[src/rtl/exe_stage_mc.sv]
// exe_stage_mc -- execute stage with an iterative multiplier.
//
// The ALU operands are chosen from the register operands, the immediate, or the
// shift amount. Single-cycle ALU ops finish in one cycle. MUL runs a shift-add
// loop. The result and the EXE control bits are registered into the EXE/MEM
// pipeline register.
//
// Ports
//   clk, clrn            clock; synchronous active-high reset
//   exe_valid/exe_flush  instruction present in EXE / kill it
//   ea, eb, eimm         register operands and extended immediate
//   ealuc                ALU op: 0 ADD 1 SUB 2 AND 3 OR 4 XOR 5 SLL 6 SRL 7 SRA 8 LUI 9 MUL
//   ealuimm, eshift      alub = eimm instead of eb; alua = shift amount instead of ea
//   exe_wreg/m2reg/wmem  control bits carried to MEM
//   exe_d                destination register
//   stall                EXE busy; upstream must hold its inputs
//   ealu, z              combinational EXE result (forwarding source), ealu==0
//   mem_*, S, MEM_Alu    EXE/MEM pipeline register
module exe_stage_mc #(
  parameter int WIDTH = 32,
  parameter int RA    = 5,
  parameter int SHW   = $clog2(WIDTH)
) (
  input  logic             clk,
  input  logic             clrn,
  input  logic             exe_valid,
  input  logic             exe_flush,
  input  logic [WIDTH-1:0] ea,
  input  logic [WIDTH-1:0] eb,
  input  logic [WIDTH-1:0] eimm,
  input  logic [3:0]       ealuc,
  input  logic             ealuimm,
  input  logic             eshift,
  input  logic             exe_wreg,
  input  logic             exe_m2reg,
  input  logic             exe_wmem,
  input  logic [RA-1:0]    exe_d,
  output logic             stall,
  output logic [WIDTH-1:0] ealu,
  output logic             z,
  output logic             mem_valid,
  output logic             mem_wreg,
  output logic             mem_m2reg,
  output logic             mem_wmem,
  output logic [RA-1:0]    mem_d,
  output logic [WIDTH-1:0] S,
  output logic [WIDTH-1:0] MEM_Alu
);

  localparam int CW = $clog2(WIDTH) + 1;

  typedef enum logic [1:0] {IDLE, MUL, DONE} state_t;
  state_t state, state_nx;

  logic [WIDTH-1:0] alua, alub, alu_res;
  logic [WIDTH-1:0] mcand, mplr, acc, acc_step;
  logic [CW-1:0]    cnt;
  logic             start, load_v;

  assign alua = eshift ? {{(WIDTH-SHW){1'b0}}, eimm[SHW+4:5]} : ea;
  assign alub = ealuimm ? eimm : eb;

  // MUL returns 0 here; the product comes from the iterative unit in DONE.
  always_comb begin
    alu_res = '0;
    case (ealuc)
      4'd0: alu_res = alua + alub;
      4'd1: alu_res = alua - alub;
      4'd2: alu_res = alua & alub;
      4'd3: alu_res = alua | alub;
      4'd4: alu_res = alua ^ alub;
      4'd5: alu_res = alub << alua[SHW-1:0];
      4'd6: alu_res = alub >> alua[SHW-1:0];
      4'd7: alu_res = WIDTH'($signed(alub) >>> alua[SHW-1:0]);
      4'd8: alu_res = alub << (WIDTH/2);
      default: alu_res = '0;
    endcase
  end

  // One shift-add step. The register loop runs WIDTH-1 steps in MUL. The last
  // step is applied combinationally in DONE, so the product appears without an
  // extra cycle.
  assign acc_step = acc + (mplr[0] ? mcand : '0);

  assign start = (state == IDLE) && exe_valid && (ealuc == 4'd9) && !exe_flush;

  always_comb begin
    state_nx = state;
    stall    = 1'b0;
    ealu     = alu_res;
    case (state)
      IDLE: if (start) begin
        state_nx = MUL;
        stall    = 1'b1;
      end
      MUL: begin
        stall = 1'b1;
        ealu  = '0;
        if (cnt == CW'(2)) state_nx = DONE;
      end
      DONE: begin
        ealu     = acc_step;
        state_nx = IDLE;
      end
      default: state_nx = IDLE;
    endcase
    // Flush wins over start and DONE: the partial product is simply abandoned.
    if (exe_flush) begin
      state_nx = IDLE;
      stall    = 1'b0;
    end
  end

  assign z      = (ealu == '0);
  assign load_v = exe_valid && !exe_flush && !stall;

  always_ff @(posedge clk) begin
    if (clrn) begin
      state <= IDLE;
      mcand <= '0;
      mplr  <= '0;
      acc   <= '0;
      cnt   <= '0;
    end else begin
      state <= state_nx;
      if (start) begin
        mcand <= alua;
        mplr  <= alub;
        acc   <= '0;
        cnt   <= CW'(WIDTH);
      end else if (state == MUL) begin
        acc   <= acc_step;
        mcand <= mcand << 1;
        mplr  <= mplr >> 1;
        cnt   <= cnt - 1'b1;
      end
    end
  end

  // EXE/MEM register. Bubbles clear only the control bits; the data fields
  // still load, and nothing downstream reads them while mem_valid is 0.
  always_ff @(posedge clk) begin
    if (clrn) begin
      mem_valid <= 1'b0;
      mem_wreg  <= 1'b0;
      mem_m2reg <= 1'b0;
      mem_wmem  <= 1'b0;
      mem_d     <= '0;
      S         <= '0;
      MEM_Alu   <= '0;
    end else begin
      mem_valid <= load_v;
      mem_wreg  <= load_v & exe_wreg;
      mem_m2reg <= load_v & exe_m2reg;
      mem_wmem  <= load_v & exe_wmem;
      mem_d     <= exe_d;
      S         <= eb;
      MEM_Alu   <= ealu;
    end
  end

endmodule

[config.mk]
export PLATFORM = sky130hd
export DESIGN_NAME = exe_stage_mc
export DESIGN_NICKNAME = d
export VERILOG_FILES = /design/src/rtl/exe_stage_mc.sv
export SDC_FILE = /design/constraint.sdc
export NUM_CORES = 1
export LEC_CHECK = 0
export ABC_AREA = 1
export ABC_CLOCK_PERIOD_IN_PS = 15100
export BUFFER_PORTS_ARGS = -buffer_cell sky130_fd_sc_hd__buf_2
export CAP_MARGIN = 25
export CELL_PAD_IN_SITES_DETAIL_PLACEMENT = 0
export CELL_PAD_IN_SITES_GLOBAL_PLACEMENT = 2
export CORE_MARGIN = 10
export CORE_UTILIZATION = 34
export CTS_CLUSTER_DIAMETER = 100
export CTS_CLUSTER_SIZE = 30
export DETAILED_ROUTE_END_ITERATION = 8
export PLACE_DENSITY_LB_ADDON = 0.08
export SYNTH_ARGS = -nofsm -noshare
export SYNTH_HDL_FRONTEND = slang
export SYNTH_SLANG_ARGS = --single-unit
[constraint.sdc]
create_clock -name clk -period 15.1 [get_ports clk]
set_input_delay 3.02 -clock clk [delete_from_list [all_inputs] [get_ports clk]]
set_output_delay 3.02 -clock clk [all_outputs]
set_load 0.05 [all_outputs]
==> impl_metrics.xml, run 1 <==
<?xml version="1.0" encoding="UTF-8"?>
<metrics>
  <group name="grt">
    <metric name="grt_max_degree" unit="">87</metric>
    <metric name="grt_first_pass_wirelength" unit="mm">137.2</metric>
    <metric name="first_global_vias" unit="">20480</metric>
    <metric name="antenna_found_initial" unit="">3</metric>
    <metric name="groute.usage.overall" unit="">0.2871</metric>
    <metric name="gr-total-overflow" unit="">0</metric>
  </group>
  <group name="min_path">
    <metric name="hold_path_end" unit="">mplr[31]</metric>
    <metric name="min_path_type" unit="">register to register</metric>
    <metric name="hold-path-cell-count" unit="">2</metric>
    <metric name="hold_path_startpoint" unit="">mplr[31]</metric>
  </group>
  <group name="power">
    <metric name="worst_ir_drop_vdd" unit="V">0.00006418</metric>
    <metric name="leakage_component_of_the_power" unit="nW">10.81</metric>
    <metric name="p_per_area" unit="nW/um^2">77.52</metric>
  </group>
  <group name="placed_design">
    <metric name="io_buffers" unit="">220</metric>
    <metric name="place_ws" unit="ns">3.439</metric>
    <metric name="place_inst" unit="">3959</metric>
    <metric name="gp_congestion" unit="">1.000</metric>
    <metric name="detailedPlacementHpwl" unit="mm">74.63</metric>
    <metric name="placed_cell_area" unit="um^2">19870</metric>
  </group>
  <group name="synth">
    <metric name="netlist.area_leader.share" unit="">0.2139</metric>
    <metric name="syn_inst" unit="">3162</metric>
    <metric name="yosysUniqueCellTypes" unit="">54</metric>
    <metric name="synthArstFlopShare" unit="">0</metric>
    <metric name="dominantRegCellSynth" unit="">sky130_fd_sc_hd__dfxtp_1</metric>
    <metric name="synthesis.area" unit="um^2">18250</metric>
    <metric name="net_count_synth" unit="">3410</metric>
    <metric name="synth.area.top_cells" unit="">sky130_fd_sc_hd__nand2_1 21%, sky130_fd_sc_hd__dfxtp_1 19%, sky130_fd_sc_hd__nand3_1 12%</metric>
    <metric name="synth_edf_count" unit="">0</metric>
    <metric name="synth_warnings" unit="">0</metric>
    <metric name="syn_avg_cell_area" unit="um^2">5.770</metric>
    <metric name="synth.yosys.seq_area_share" unit="">0.1942</metric>
    <metric name="ys_ff_latch" unit="">177</metric>
    <metric name="post-synth-top-area-cell" unit="">sky130_fd_sc_hd__nand2_1</metric>
  </group>
  <group name="clock_tree">
    <metric name="worst_skew_pair.late_latency" unit="ns">0.46</metric>
    <metric name="postCtsSetupBuffers" unit="">0</metric>
    <metric name="cts-hold-fix-buffers" unit="">0</metric>
    <metric name="cts_tree" unit="">built</metric>
    <metric name="cts_made_buffers" unit="">17</metric>
    <metric name="quantity_of_gates_resized_following_cts" unit="">0</metric>
    <metric name="clock_tree.root_cell" unit="">sky130_fd_sc_hd__clkbuf_16</metric>
    <metric name="cts_buffer_depth" unit="">2</metric>
    <metric name="cts_max_level" unit="">4</metric>
    <metric name="clk_pin_slew" unit="ns">0.08</metric>
    <metric name="clkSinkCount" unit="">177</metric>
  </group>
  <group name="timing">
    <metric name="slew_violations" unit="">0</metric>
    <metric name="hold_violations" unit="">0</metric>
    <metric name="timing.setup.tns" unit="ns">0</metric>
    <metric name="final.period_utilization" unit="">0.7811</metric>
    <metric name="worstMarginPinSlew" unit="ns">0.9752</metric>
    <metric name="setup_viol_count_final" unit="">0</metric>
    <metric name="clock.fmax" unit="MHz">84.79</metric>
    <metric name="worst_clock_skew" unit="ns">0.01234</metric>
    <metric name="worst_slack" unit="ns">3.306</metric>
    <metric name="layout_min_cycle_time" unit="ns">11.79</metric>
    <metric name="rsz0062_at_grt" unit="">no</metric>
    <metric name="slew-limit-headroom" unit="">0.3475</metric>
    <metric name="fin_hold_ws" unit="ns">0.4706</metric>
  </group>
  <group name="floorplan">
    <metric name="area_enclosed_by_the_die_boundary" unit="um^2">63330</metric>
    <metric name="initial_standard_cell_utilization_of_the_core" unit="">0.3451</metric>
    <metric name="ioPinCount" unit="">221</metric>
    <metric name="floorplan.rows" unit="">84</metric>
    <metric name="floorplan.die.height" unit="um">251.7</metric>
    <metric name="coreArea" unit="um^2">52870</metric>
    <metric name="die_width" unit="um">251.7</metric>
  </group>
  <group name="setup_path">
    <metric name="worst-endpoint-arrival" unit="ns">8.77</metric>
    <metric name="rr_startpoint" unit="">mplr[0]</metric>
    <metric name="worst_r2r_endpoint" unit="">MEM_Alu[30]</metric>
    <metric name="worstRegToRegCells" unit="">14</metric>
    <metric name="crit_slowest_cell" unit="">sky130_fd_sc_hd__buf_2</metric>
    <metric name="crit_path_end_kind" unit="">output port</metric>
    <metric name="rrSetupSlack" unit="ns">11.56</metric>
    <metric name="crit_top_cell" unit="">sky130_fd_sc_hd__nand2_1</metric>
    <metric name="critPathMaxFanout" unit="">36</metric>
    <metric name="timing.setup.critical_path_class" unit="">input pin to output port</metric>
    <metric name="delay_of_the_slowest_critical_path_stage" unit="ns">0.52</metric>
    <metric name="timing.critical_path.from_type" unit="">input pin</metric>
    <metric name="required_time_at_the_worst_slack_endpoint" unit="ns">12.08</metric>
  </group>
  <group name="layout">
    <metric name="final_cell_count_no_fill" unit="">3992</metric>
    <metric name="layout.nets" unit="">3539</metric>
    <metric name="n_antenna_cell" unit="">0</metric>
    <metric name="fraction_of_final_layout_cells_with_drive_strength_greater_than_1" unit="">0.1196</metric>
    <metric name="synthToLayoutAreaGrowth" unit="%">12.32</metric>
    <metric name="finish.instance_area" unit="um^2">20490</metric>
  </group>
  <group name="job">
    <metric name="cap_violations" unit="">0</metric>
  </group>
  <group name="detailed_routing">
    <metric name="drt_pass1_iterations" unit="">6</metric>
    <metric name="vias" unit="">21921</metric>
    <metric name="ant_nets" unit="">0</metric>
    <metric name="vias_per_cell" unit="">5.491</metric>
    <metric name="postRouteWirelength" unit="mm">94.04</metric>
    <metric name="detail_route.iter0.violations" unit="">2192</metric>
    <metric name="post_route_drc_violation_count" unit="">0</metric>
    <metric name="wl_per_cell" unit="um">23.56</metric>
  </group>
  <group name="outcome">
    <metric name="result_of_the_run" unit="">finished clean</metric>
  </group>
</metrics>
[worst max path at each step]
stage / from / to / slack (ns) / cells after the start
after floorplan: ealuimm / z / 4.71 / 33
after global placement: ealuimm / z / 3.44 / 32
after detailed placement: ealuimm / z / 3.44 / 31
after CTS: ealuimm / z / 3.43 / 32
after global routing: ealuimm / z / 2.82 / 35
final: ealuimm / z / 3.31 / 31
[synthesized netlist by cell type, types with 4 or more instances]
cell	count
sky130_fd_sc_hd__nand2_1	1040
sky130_fd_sc_hd__ha_1	132
sky130_fd_sc_hd__o21a_1	6
sky130_fd_sc_hd__nand2_4	14
sky130_fd_sc_hd__a221oi_1	5
sky130_fd_sc_hd__a31oi_1	68
sky130_fd_sc_hd__o21ai_0	101
sky130_fd_sc_hd__o21bai_1	11
sky130_fd_sc_hd__o31ai_1	4
sky130_fd_sc_hd__o2111ai_1	9
sky130_fd_sc_hd__buf_6	8
sky130_fd_sc_hd__xnor2_1	7
sky130_fd_sc_hd__a21boi_0	6
sky130_fd_sc_hd__nor3_1	29
sky130_fd_sc_hd__o21ai_1	10
sky130_fd_sc_hd__nor2_1	268
sky130_fd_sc_hd__dfxtp_1	177
sky130_fd_sc_hd__xor2_1	49
sky130_fd_sc_hd__clkbuf_1	80
sky130_fd_sc_hd__o211ai_1	28
sky130_fd_sc_hd__inv_1	337
sky130_fd_sc_hd__nand3_2	4
sky130_fd_sc_hd__buf_2	36
sky130_fd_sc_hd__buf_1	14
sky130_fd_sc_hd__clkinv_1	4
sky130_fd_sc_hd__inv_2	5
sky130_fd_sc_hd__a21oi_1	142
sky130_fd_sc_hd__nand3b_1	10
sky130_fd_sc_hd__or2_2	18
sky130_fd_sc_hd__nand2_2	48
sky130_fd_sc_hd__nand4_1	26
sky130_fd_sc_hd__nand3_1	422
sky130_fd_sc_hd__buf_4	4
sky130_fd_sc_hd__a21o_1	8
[placed cells by master (no fill, tap or decap), types with 32 or more instances in the layout]
| cell | n |
|---|---|
| sky130_fd_sc_hd__a21oi_1 | 142 |
| sky130_fd_sc_hd__a31oi_1 | 68 |
| sky130_fd_sc_hd__buf_2 | 219 |
| sky130_fd_sc_hd__buf_4 | 32 |
| sky130_fd_sc_hd__dfxtp_1 | 177 |
| sky130_fd_sc_hd__ha_1 | 131 |
| sky130_fd_sc_hd__inv_1 | 337 |
| sky130_fd_sc_hd__nand2_1 | 1039 |
| sky130_fd_sc_hd__nand2_2 | 49 |
| sky130_fd_sc_hd__nand3_1 | 422 |
| sky130_fd_sc_hd__nor2_1 | 266 |
| sky130_fd_sc_hd__o21ai_0 | 101 |
| sky130_fd_sc_hd__xor2_1 | 49 |
[per-stage QoR]
stage	util	total power, mW
finish	0.3877	1.589
global route	0.3877	1.663
CTS	0.3875	1.588
detailed placement	0.3758	1.123
global placement	0.3747	1.125
floorplan	-	0.9084
[critical path, delay by kind of cell]
kind                     cells  cell delay (ns)
AO/OA/AOI/OAI                4             0.88
XOR/XNOR                     1             0.16
adder cells (fa/ha/maj)      2             0.55
buffers and inverters        5             1.24
AND/OR/NAND/NOR             19             2.89
[power breakdown]
group	internal (mW)	switching, mW	leakage, nW
registers	0.480	0.00448	1.44
clock network	0.228	0.236	0.298
logic	0.154	0.485	9.07
total	0.863	0.726	10.8
[per-layer routing]
layer | share of wire | wire length [um] | GRT usage
met1 | 0.44 | 41260 | 0.3818
met2 | 0.45 | 42230 | 0.4631
met3 | 0.074 | 6941 | 0.03824
met4 | 0.038 | 3602 | 0.1129
met5 | 0.00013 | 12 | 0
[registers in the layout, summed over array words and instances (netlist names)]
name	cells
mplr	32
mem_wreg	1
mem_m2reg	1
acc	32
state	2
S	32
MEM_Alu	32
mcand	32
cnt	6
mem_d	5
mem_wmem	1
mem_valid	1
[cells by family after synthesis]
group	count (synthesis)	share of synthesized area
and+or+nand+nor	1894	0.4465
buffers and inverters	492	0.1090
AOI/OAI and AO/OA	409	0.1306
DFF	177	0.1942
adders and majority gates	134	0.09271
xor gates and xnor gates	56	0.02688
[final cells by class]
| cell class | count | area [um^2] |
|---|---|---|
| Clock buffer | 17 | 425.4 |
| Clock inverter | 15 | 195.2 |
| Fill cell | 5969 | 32370 |
| Inverter | 349 | 1316 |
| Multi-Input combinational cell | 2493 | 12760 |
| Sequential cell | 177 | 3543 |
| Tap cell | 688 | 860.8 |
| Timing Repair Buffer | 253 | 1391 |
No activity file was read; power rests on OpenSTA's default activity.
==> run 2, diff against run 1 <==
--- a/config.mk
+++ b/config.mk
@@ -6,13 +6,13 @@
 export NUM_CORES = 1
 export LEC_CHECK = 0
 export ABC_AREA = 1
-export ABC_CLOCK_PERIOD_IN_PS = 15100
+export ABC_CLOCK_PERIOD_IN_PS = 11450
 export BUFFER_PORTS_ARGS = -buffer_cell sky130_fd_sc_hd__buf_2
 export CAP_MARGIN = 25
 export CELL_PAD_IN_SITES_DETAIL_PLACEMENT = 0
 export CELL_PAD_IN_SITES_GLOBAL_PLACEMENT = 2
 export CORE_MARGIN = 10
-export CORE_UTILIZATION = 34
+export CORE_UTILIZATION = 31
 export CTS_CLUSTER_DIAMETER = 100
 export CTS_CLUSTER_SIZE = 30
 export DETAILED_ROUTE_END_ITERATION = 8
==> constraint.sdc (replaced) <==
create_clock -name clk -period 11.45 [get_ports clk]
set_input_delay 2.29 -clock clk [delete_from_list [all_inputs] [get_ports clk]]
set_output_delay 2.29 -clock clk [all_outputs]
set_load 0.05 [all_outputs]
==> impl_metrics.xml, run 2 (synthesized netlist as in run 1, its figures left out) <==
<?xml version="1.0" encoding="UTF-8"?>
<metrics>
  <group name="clock_tree">
    <metric name="cts-hold-fix-buffers" unit="">0</metric>
    <metric name="clock_tree.root_cell" unit="">sky130_fd_sc_hd__clkbuf_16</metric>
    <metric name="cts_made_buffers" unit="">17</metric>
    <metric name="worst_skew_pair.late_latency" unit="ns">0.46</metric>
    <metric name="cts_tree" unit="">built</metric>
    <metric name="clk_pin_slew" unit="ns">0.07</metric>
    <metric name="cts_max_level" unit="">4</metric>
    <metric name="clkSinkCount" unit="">177</metric>
    <metric name="postCtsSetupBuffers" unit="">0</metric>
    <metric name="quantity_of_gates_resized_following_cts" unit="">0</metric>
    <metric name="cts_buffer_depth" unit="">2</metric>
  </group>
  <group name="timing">
    <metric name="timing.setup.tns" unit="ns">0</metric>
    <metric name="final.period_utilization" unit="">0.8643</metric>
    <metric name="worstMarginPinSlew" unit="ns">1.042</metric>
    <metric name="slew_violations" unit="">0</metric>
    <metric name="clock.fmax" unit="MHz">101.0</metric>
    <metric name="layout_min_cycle_time" unit="ns">9.896</metric>
    <metric name="hold_violations" unit="">0</metric>
    <metric name="slew-limit-headroom" unit="">0.3051</metric>
    <metric name="setup_viol_count_final" unit="">0</metric>
    <metric name="rsz0062_at_grt" unit="">no</metric>
    <metric name="fin_hold_ws" unit="ns">0.4700</metric>
    <metric name="worst_clock_skew" unit="ns">0.01901</metric>
  </group>
  <group name="grt">
    <metric name="groute.usage.overall" unit="">0.2683</metric>
    <metric name="gr-total-overflow" unit="">0</metric>
    <metric name="grt_max_degree" unit="">81</metric>
    <metric name="first_global_vias" unit="">20946</metric>
    <metric name="grt_first_pass_wirelength" unit="mm">140.7</metric>
    <metric name="antenna_found_initial" unit="">3</metric>
  </group>
  <group name="job">
    <metric name="cap_violations" unit="">0</metric>
  </group>
  <group name="setup_path">
    <metric name="cp_num_buf_inv" unit="">4</metric>
    <metric name="worst-endpoint-arrival" unit="ns">7.61</metric>
    <metric name="worst_r2r_endpoint" unit="">MEM_Alu[12]</metric>
    <metric name="timing.setup.critical_path_class" unit="">input pin to output port</metric>
    <metric name="worstRegToRegCells" unit="">11</metric>
    <metric name="delay_of_the_slowest_critical_path_stage" unit="ns">0.34</metric>
    <metric name="rrSetupSlack" unit="ns">8.24</metric>
    <metric name="crit_slowest_cell" unit="">sky130_fd_sc_hd__buf_4</metric>
    <metric name="critPathMaxFanout" unit="">35</metric>
    <metric name="crit_top_cell" unit="">sky130_fd_sc_hd__nand2_1</metric>
    <metric name="timing.critical_path.from_type" unit="">input pin</metric>
    <metric name="rr_startpoint" unit="">mplr[0]</metric>
    <metric name="crit_path_end_kind" unit="">output port</metric>
    <metric name="crit_family" unit="">simple AND/OR/NAND/NOR gates</metric>
    <metric name="critical_path_depth" unit="">33</metric>
    <metric name="required_time_at_the_worst_slack_endpoint" unit="ns">9.16</metric>
  </group>
  <group name="layout">
    <metric name="synthToLayoutAreaGrowth" unit="%">12.99</metric>
    <metric name="final_util" unit="">0.3553</metric>
    <metric name="leading_cell_type_in_the_layout_fill_and_taps_excluded" unit="">sky130_fd_sc_hd__nand2_1</metric>
    <metric name="layout.nets" unit="">3544</metric>
    <metric name="mostFrequentLayoutCells" unit="">1,039 x sky130_fd_sc_hd__nand2_1, 422 x sky130_fd_sc_hd__nand3_1, 337 x sky130_fd_sc_hd__inv_1, 266 x sky130_fd_sc_hd__nor2_1, 219 x sky130_fd_sc_hd__buf_2</metric>
    <metric name="fraction_of_final_layout_cells_with_drive_strength_greater_than_1" unit="">0.1209</metric>
    <metric name="fillers" unit="">6579</metric>
  </group>
  <group name="detailed_routing">
    <metric name="detail_route.iter0.violations" unit="">2002</metric>
    <metric name="post_route_drc_violation_count" unit="">0</metric>
    <metric name="wl_per_cell" unit="um">23.78</metric>
    <metric name="ant_nets" unit="">0</metric>
    <metric name="postRouteWirelength" unit="mm">96.89</metric>
    <metric name="drt_pass1_iterations" unit="">6</metric>
    <metric name="vias" unit="">21803</metric>
    <metric name="vias_per_cell" unit="">5.350</metric>
  </group>
  <group name="floorplan">
    <metric name="area_enclosed_by_the_die_boundary" unit="um^2">68960</metric>
    <metric name="die_width" unit="um">262.6</metric>
    <metric name="ioPinCount" unit="">221</metric>
    <metric name="floorplan.rows" unit="">88</metric>
    <metric name="coreArea" unit="um^2">58030</metric>
    <metric name="initial_standard_cell_utilization_of_the_core" unit="">0.3145</metric>
    <metric name="floorplan.die.height" unit="um">262.6</metric>
  </group>
  <group name="power">
    <metric name="worst_ir_drop_vdd" unit="V">0.0001062</metric>
    <metric name="p_per_area" unit="nW/um^2">103.1</metric>
    <metric name="leakage_component_of_the_power" unit="nW">10.84</metric>
  </group>
  <group name="min_path">
    <metric name="hold_path_startpoint" unit="">acc[2]</metric>
    <metric name="hold-path-cell-count" unit="">2</metric>
    <metric name="min_path_type" unit="">register to register</metric>
    <metric name="hold_path_end" unit="">acc[2]</metric>
  </group>
  <group name="outcome">
    <metric name="result_of_the_run" unit="">finished clean</metric>
  </group>
  <group name="placed_design">
    <metric name="gp_congestion" unit="">0.9764</metric>
    <metric name="detailedPlacementHpwl" unit="mm">77.30</metric>
    <metric name="io_buffers" unit="">220</metric>
  </group>
</metrics>
## run 2: worst max path at each step
stage | from | to | slack, ns
2_1_floorplan | ealuimm | z | 2.52
3_3_place_gp | ealuimm | z | 1.66
3_5_place_dp | ealuimm | z | 1.62
4_1_cts | ealuimm | z | 1.60
5_1_grt | ealuimm | z | 1.09
6_report | ealuimm | z | 1.55
## run 2: area by class of cell
class | count | area, um^2 | share of cell area
multi-input cells | 2493 | 12760 | 0.6189
repair buffers | 258 | 1409 | 0.06833
diodes | 1 | 2.502 | 0.0001214
well taps | 765 | 957.2 | 0.04643
inverters | 349 | 1316 | 0.06384
clock inverters | 15 | 202.7 | 0.009831
flip-flops and latches | 177 | 3543 | 0.1719
clock buffers | 17 | 425.4 | 0.02063
## run 2: routing by layer
layer	share of wire	global-route usage	vias up
met3	0.053	0.02647	126
met4	0.042	0.1109	0
met2	0.45	0.4368	807
met5	0	0	-
li1	-	-	10520
met1	0.45	0.3559	10350
## run 2: worst reg2reg max path: cells and delay by family, from the launching register on
kind	cells	cell delay, ns
AOI/OAI and AO/OA	4	1.17
xor gates and xnor gates	1	0.37
adders and majority gates	1	0.43
buffers and inverters	1	0.32
DFF	1	0.33
and+or+nand+nor	4	0.53
## run 2: through the flow
| step | instances | total power [mW] | setup WS, ns | instance area, um^2 |
|---|---|---|---|---|
| final | 4075 | 2.127 | 1.554 | 20620 |
| after detailed placement | 4042 | 1.493 | 1.616 | 19990 |
| after CTS | 4074 | 2.127 | 1.598 | 20610 |
| after global placement | 4041 | 1.495 | 1.660 | 19960 |
| after global routing | 4075 | 2.220 | 1.091 | 20620 |
| after floorplan | 3162 | 1.198 | 2.522 | 18250 |
## run 2: where the power goes
group          switching [mW]  internal (mW)
Combinational           0.644          0.206
Clock                   0.317          0.320
Sequential            0.00647          0.634
Total                   0.967           1.16
==> run 3, diff against run 2 <==
--- a/config.mk
+++ b/config.mk
@@ -16,7 +16,7 @@
 export CTS_CLUSTER_DIAMETER = 100
 export CTS_CLUSTER_SIZE = 30
 export DETAILED_ROUTE_END_ITERATION = 8
-export PLACE_DENSITY_LB_ADDON = 0.08
+export PLACE_DENSITY = 0.82
 export SYNTH_ARGS = -nofsm -noshare
 export SYNTH_HDL_FRONTEND = slang
 export SYNTH_SLANG_ARGS = --single-unit
==> impl_metrics.xml, run 3 (synthesized netlist as in run 1, its figures left out) <==
<?xml version="1.0" encoding="UTF-8"?>
<metrics>
  <group name="grt">
    <metric name="antenna_found_initial" unit="">5</metric>
    <metric name="grt_max_degree" unit="">89</metric>
    <metric name="first_global_vias" unit="">20943</metric>
    <metric name="use_met2" unit="">0.4151</metric>
    <metric name="grtUsageMet3" unit="">0.03402</metric>
    <metric name="grtUsageMet1" unit="">0.3350</metric>
    <metric name="grt-busiest-layer" unit="">met2</metric>
    <metric name="gr-total-overflow" unit="">0</metric>
    <metric name="groute.usage.overall" unit="">0.2533</metric>
    <metric name="grt_first_pass_wirelength" unit="mm">135.5</metric>
  </group>
  <group name="clock_tree">
    <metric name="cts_max_level" unit="">4</metric>
    <metric name="cts-hold-fix-buffers" unit="">0</metric>
    <metric name="clock_tree.root_cell" unit="">sky130_fd_sc_hd__clkbuf_16</metric>
    <metric name="cts_tree" unit="">built</metric>
    <metric name="clkSinkCount" unit="">177</metric>
    <metric name="cts_buffer_depth" unit="">2</metric>
    <metric name="postCtsSetupBuffers" unit="">0</metric>
    <metric name="worst_skew_pair.late_latency" unit="ns">0.46</metric>
    <metric name="quantity_of_gates_resized_following_cts" unit="">0</metric>
    <metric name="clk_pin_slew" unit="ns">0.07</metric>
    <metric name="cts_made_buffers" unit="">17</metric>
  </group>
  <group name="timing">
    <metric name="slew_violations" unit="">0</metric>
    <metric name="setup_viol_count_final" unit="">0</metric>
    <metric name="worstMarginPinSlew" unit="ns">0.9621</metric>
    <metric name="rsz0062_at_grt" unit="">no</metric>
    <metric name="final.period_utilization" unit="">0.9382</metric>
    <metric name="slew-limit-headroom" unit="">0.3562</metric>
    <metric name="worst_clock_skew" unit="ns">0.01499</metric>
    <metric name="clock.fmax" unit="MHz">93.09</metric>
    <metric name="layout_min_cycle_time" unit="ns">10.74</metric>
    <metric name="timing.setup.tns" unit="ns">0</metric>
    <metric name="worst_slack" unit="ns">0.7079</metric>
    <metric name="hold_violations" unit="">0</metric>
  </group>
  <group name="detailed_routing">
    <metric name="detail_route.iter0.violations" unit="">2016</metric>
    <metric name="wl_per_cell" unit="um">22.43</metric>
    <metric name="ant_nets" unit="">0</metric>
    <metric name="postRouteWirelength" unit="mm">91.32</metric>
    <metric name="drt_pass1_iterations" unit="">7</metric>
    <metric name="post_route_drc_violation_count" unit="">0</metric>
    <metric name="vias_per_cell" unit="">5.340</metric>
    <metric name="vias" unit="">21739</metric>
  </group>
  <group name="setup_path">
    <metric name="required_time_at_the_worst_slack_endpoint" unit="ns">9.16</metric>
    <metric name="critPathMaxFanout" unit="">36</metric>
    <metric name="crit_top_cell" unit="">sky130_fd_sc_hd__nand2_1</metric>
    <metric name="crit_slowest_cell" unit="">sky130_fd_sc_hd__buf_2</metric>
    <metric name="crit_path_end_kind" unit="">output port</metric>
    <metric name="worst-endpoint-arrival" unit="ns">8.45</metric>
    <metric name="delay_of_the_slowest_critical_path_stage" unit="ns">0.50</metric>
    <metric name="timing.setup.critical_path_class" unit="">input pin to output port</metric>
    <metric name="timing.critical_path.from_type" unit="">input pin</metric>
  </group>
  <group name="placed_design">
    <metric name="place_ws" unit="ns">1.020</metric>
    <metric name="detailedPlacementHpwl" unit="mm">73.57</metric>
    <metric name="gp_congestion" unit="">0.9925</metric>
    <metric name="io_buffers" unit="">220</metric>
  </group>
  <group name="min_path">
    <metric name="min_path_type" unit="">register to register</metric>
  </group>
  <group name="layout">
    <metric name="ff_latch_area" unit="um^2">3543</metric>
    <metric name="mostFrequentLayoutCells" unit="">1,039 x sky130_fd_sc_hd__nand2_1, 422 x sky130_fd_sc_hd__nand3_1, 337 x sky130_fd_sc_hd__inv_1, 265 x sky130_fd_sc_hd__nor2_1, 219 x sky130_fd_sc_hd__buf_2</metric>
    <metric name="synthToLayoutAreaGrowth" unit="%">12.66</metric>
    <metric name="fraction_of_final_layout_cells_with_drive_strength_greater_than_1" unit="">0.1202</metric>
    <metric name="multi_input_comb_area" unit="um^2">12770</metric>
    <metric name="layout.nets" unit="">3539</metric>
    <metric name="final_util" unit="">0.3543</metric>
    <metric name="fillers" unit="">6620</metric>
    <metric name="leading_cell_type_in_the_layout_fill_and_taps_excluded" unit="">sky130_fd_sc_hd__nand2_1</metric>
  </group>
  <group name="power">
    <metric name="p_per_area" unit="nW/um^2">100.5</metric>
    <metric name="worst_ir_drop_vdd" unit="V">0.00008644</metric>
    <metric name="leakage_component_of_the_power" unit="nW">10.80</metric>
  </group>
  <group name="floorplan">
    <metric name="floorplan.die.height" unit="um">262.6</metric>
    <metric name="die_width" unit="um">262.6</metric>
    <metric name="coreArea" unit="um^2">58030</metric>
    <metric name="initial_standard_cell_utilization_of_the_core" unit="">0.3145</metric>
    <metric name="ioPinCount" unit="">221</metric>
    <metric name="area_enclosed_by_the_die_boundary" unit="um^2">68960</metric>
    <metric name="floorplan.rows" unit="">88</metric>
  </group>
  <group name="job">
    <metric name="cap_violations" unit="">0</metric>
  </group>
  <group name="outcome">
    <metric name="result_of_the_run" unit="">finished clean</metric>
  </group>
</metrics>
## run 3: final timing paths
check,cells past startpoint,end,from,slack [ns]
setup / recovery,34,z,ealuimm,0.71
hold / removal,2,cnt[0],cnt[0],0.47
setup reg to reg,15,MEM_Alu[28],mplr[0],8.06
hold reg to reg,2,cnt[0],cnt[0],0.47
## run 3: power breakdown
part	total [mW]	switching [mW]	internal, mW
clock network	0.588	0.295	0.293
registers	0.639	0.00578	0.634
logic	0.839	0.635	0.204
## run 3: stage by stage
step | power, mW | std cells | hold slack [ns] | cell area [um^2]
detailed placement | 1.476 | 4036 | 0.4587 | 19950
global placement | 1.477 | 4034 | 0.4513 | 19920
finish | 2.066 | 4071 | 0.4707 | 20560
global route | 2.172 | 4070 | 0.4891 | 20550
CTS | 2.069 | 4068 | 0.4704 | 20540
floorplan | 1.198 | 3162 | 0.4410 | 18250
## run 3: area by class of cell
class	instances	area share
multi-input cells	2493	0.6212
well taps	765	0.04656
flip-flops and latches	177	0.1724
repair buffers	253	0.06708
clock buffers	17	0.02070
diodes	2	0.0002435
clock inverters	15	0.007791
inverters	349	0.06403
## run 3: metal layers
layer	wire [um]	part of all wire	vias to the layer above
li1	-	-	10499
met1	40840	0.45	10238
met2	41540	0.45	850
met3	5712	0.063	144
met4	3169	0.035	8
met5	52	0.00057	-
## run 3: worst max-delay path, delay by kind of cell
kind	cells	cell delay [ns]
AOI/OAI and AO/OA	1	0.24
buffers and inverters	5	1.27
xor gates and xnor gates	1	0.10
and+or+nand+nor	25	3.94
adders and majority gates	2	0.59
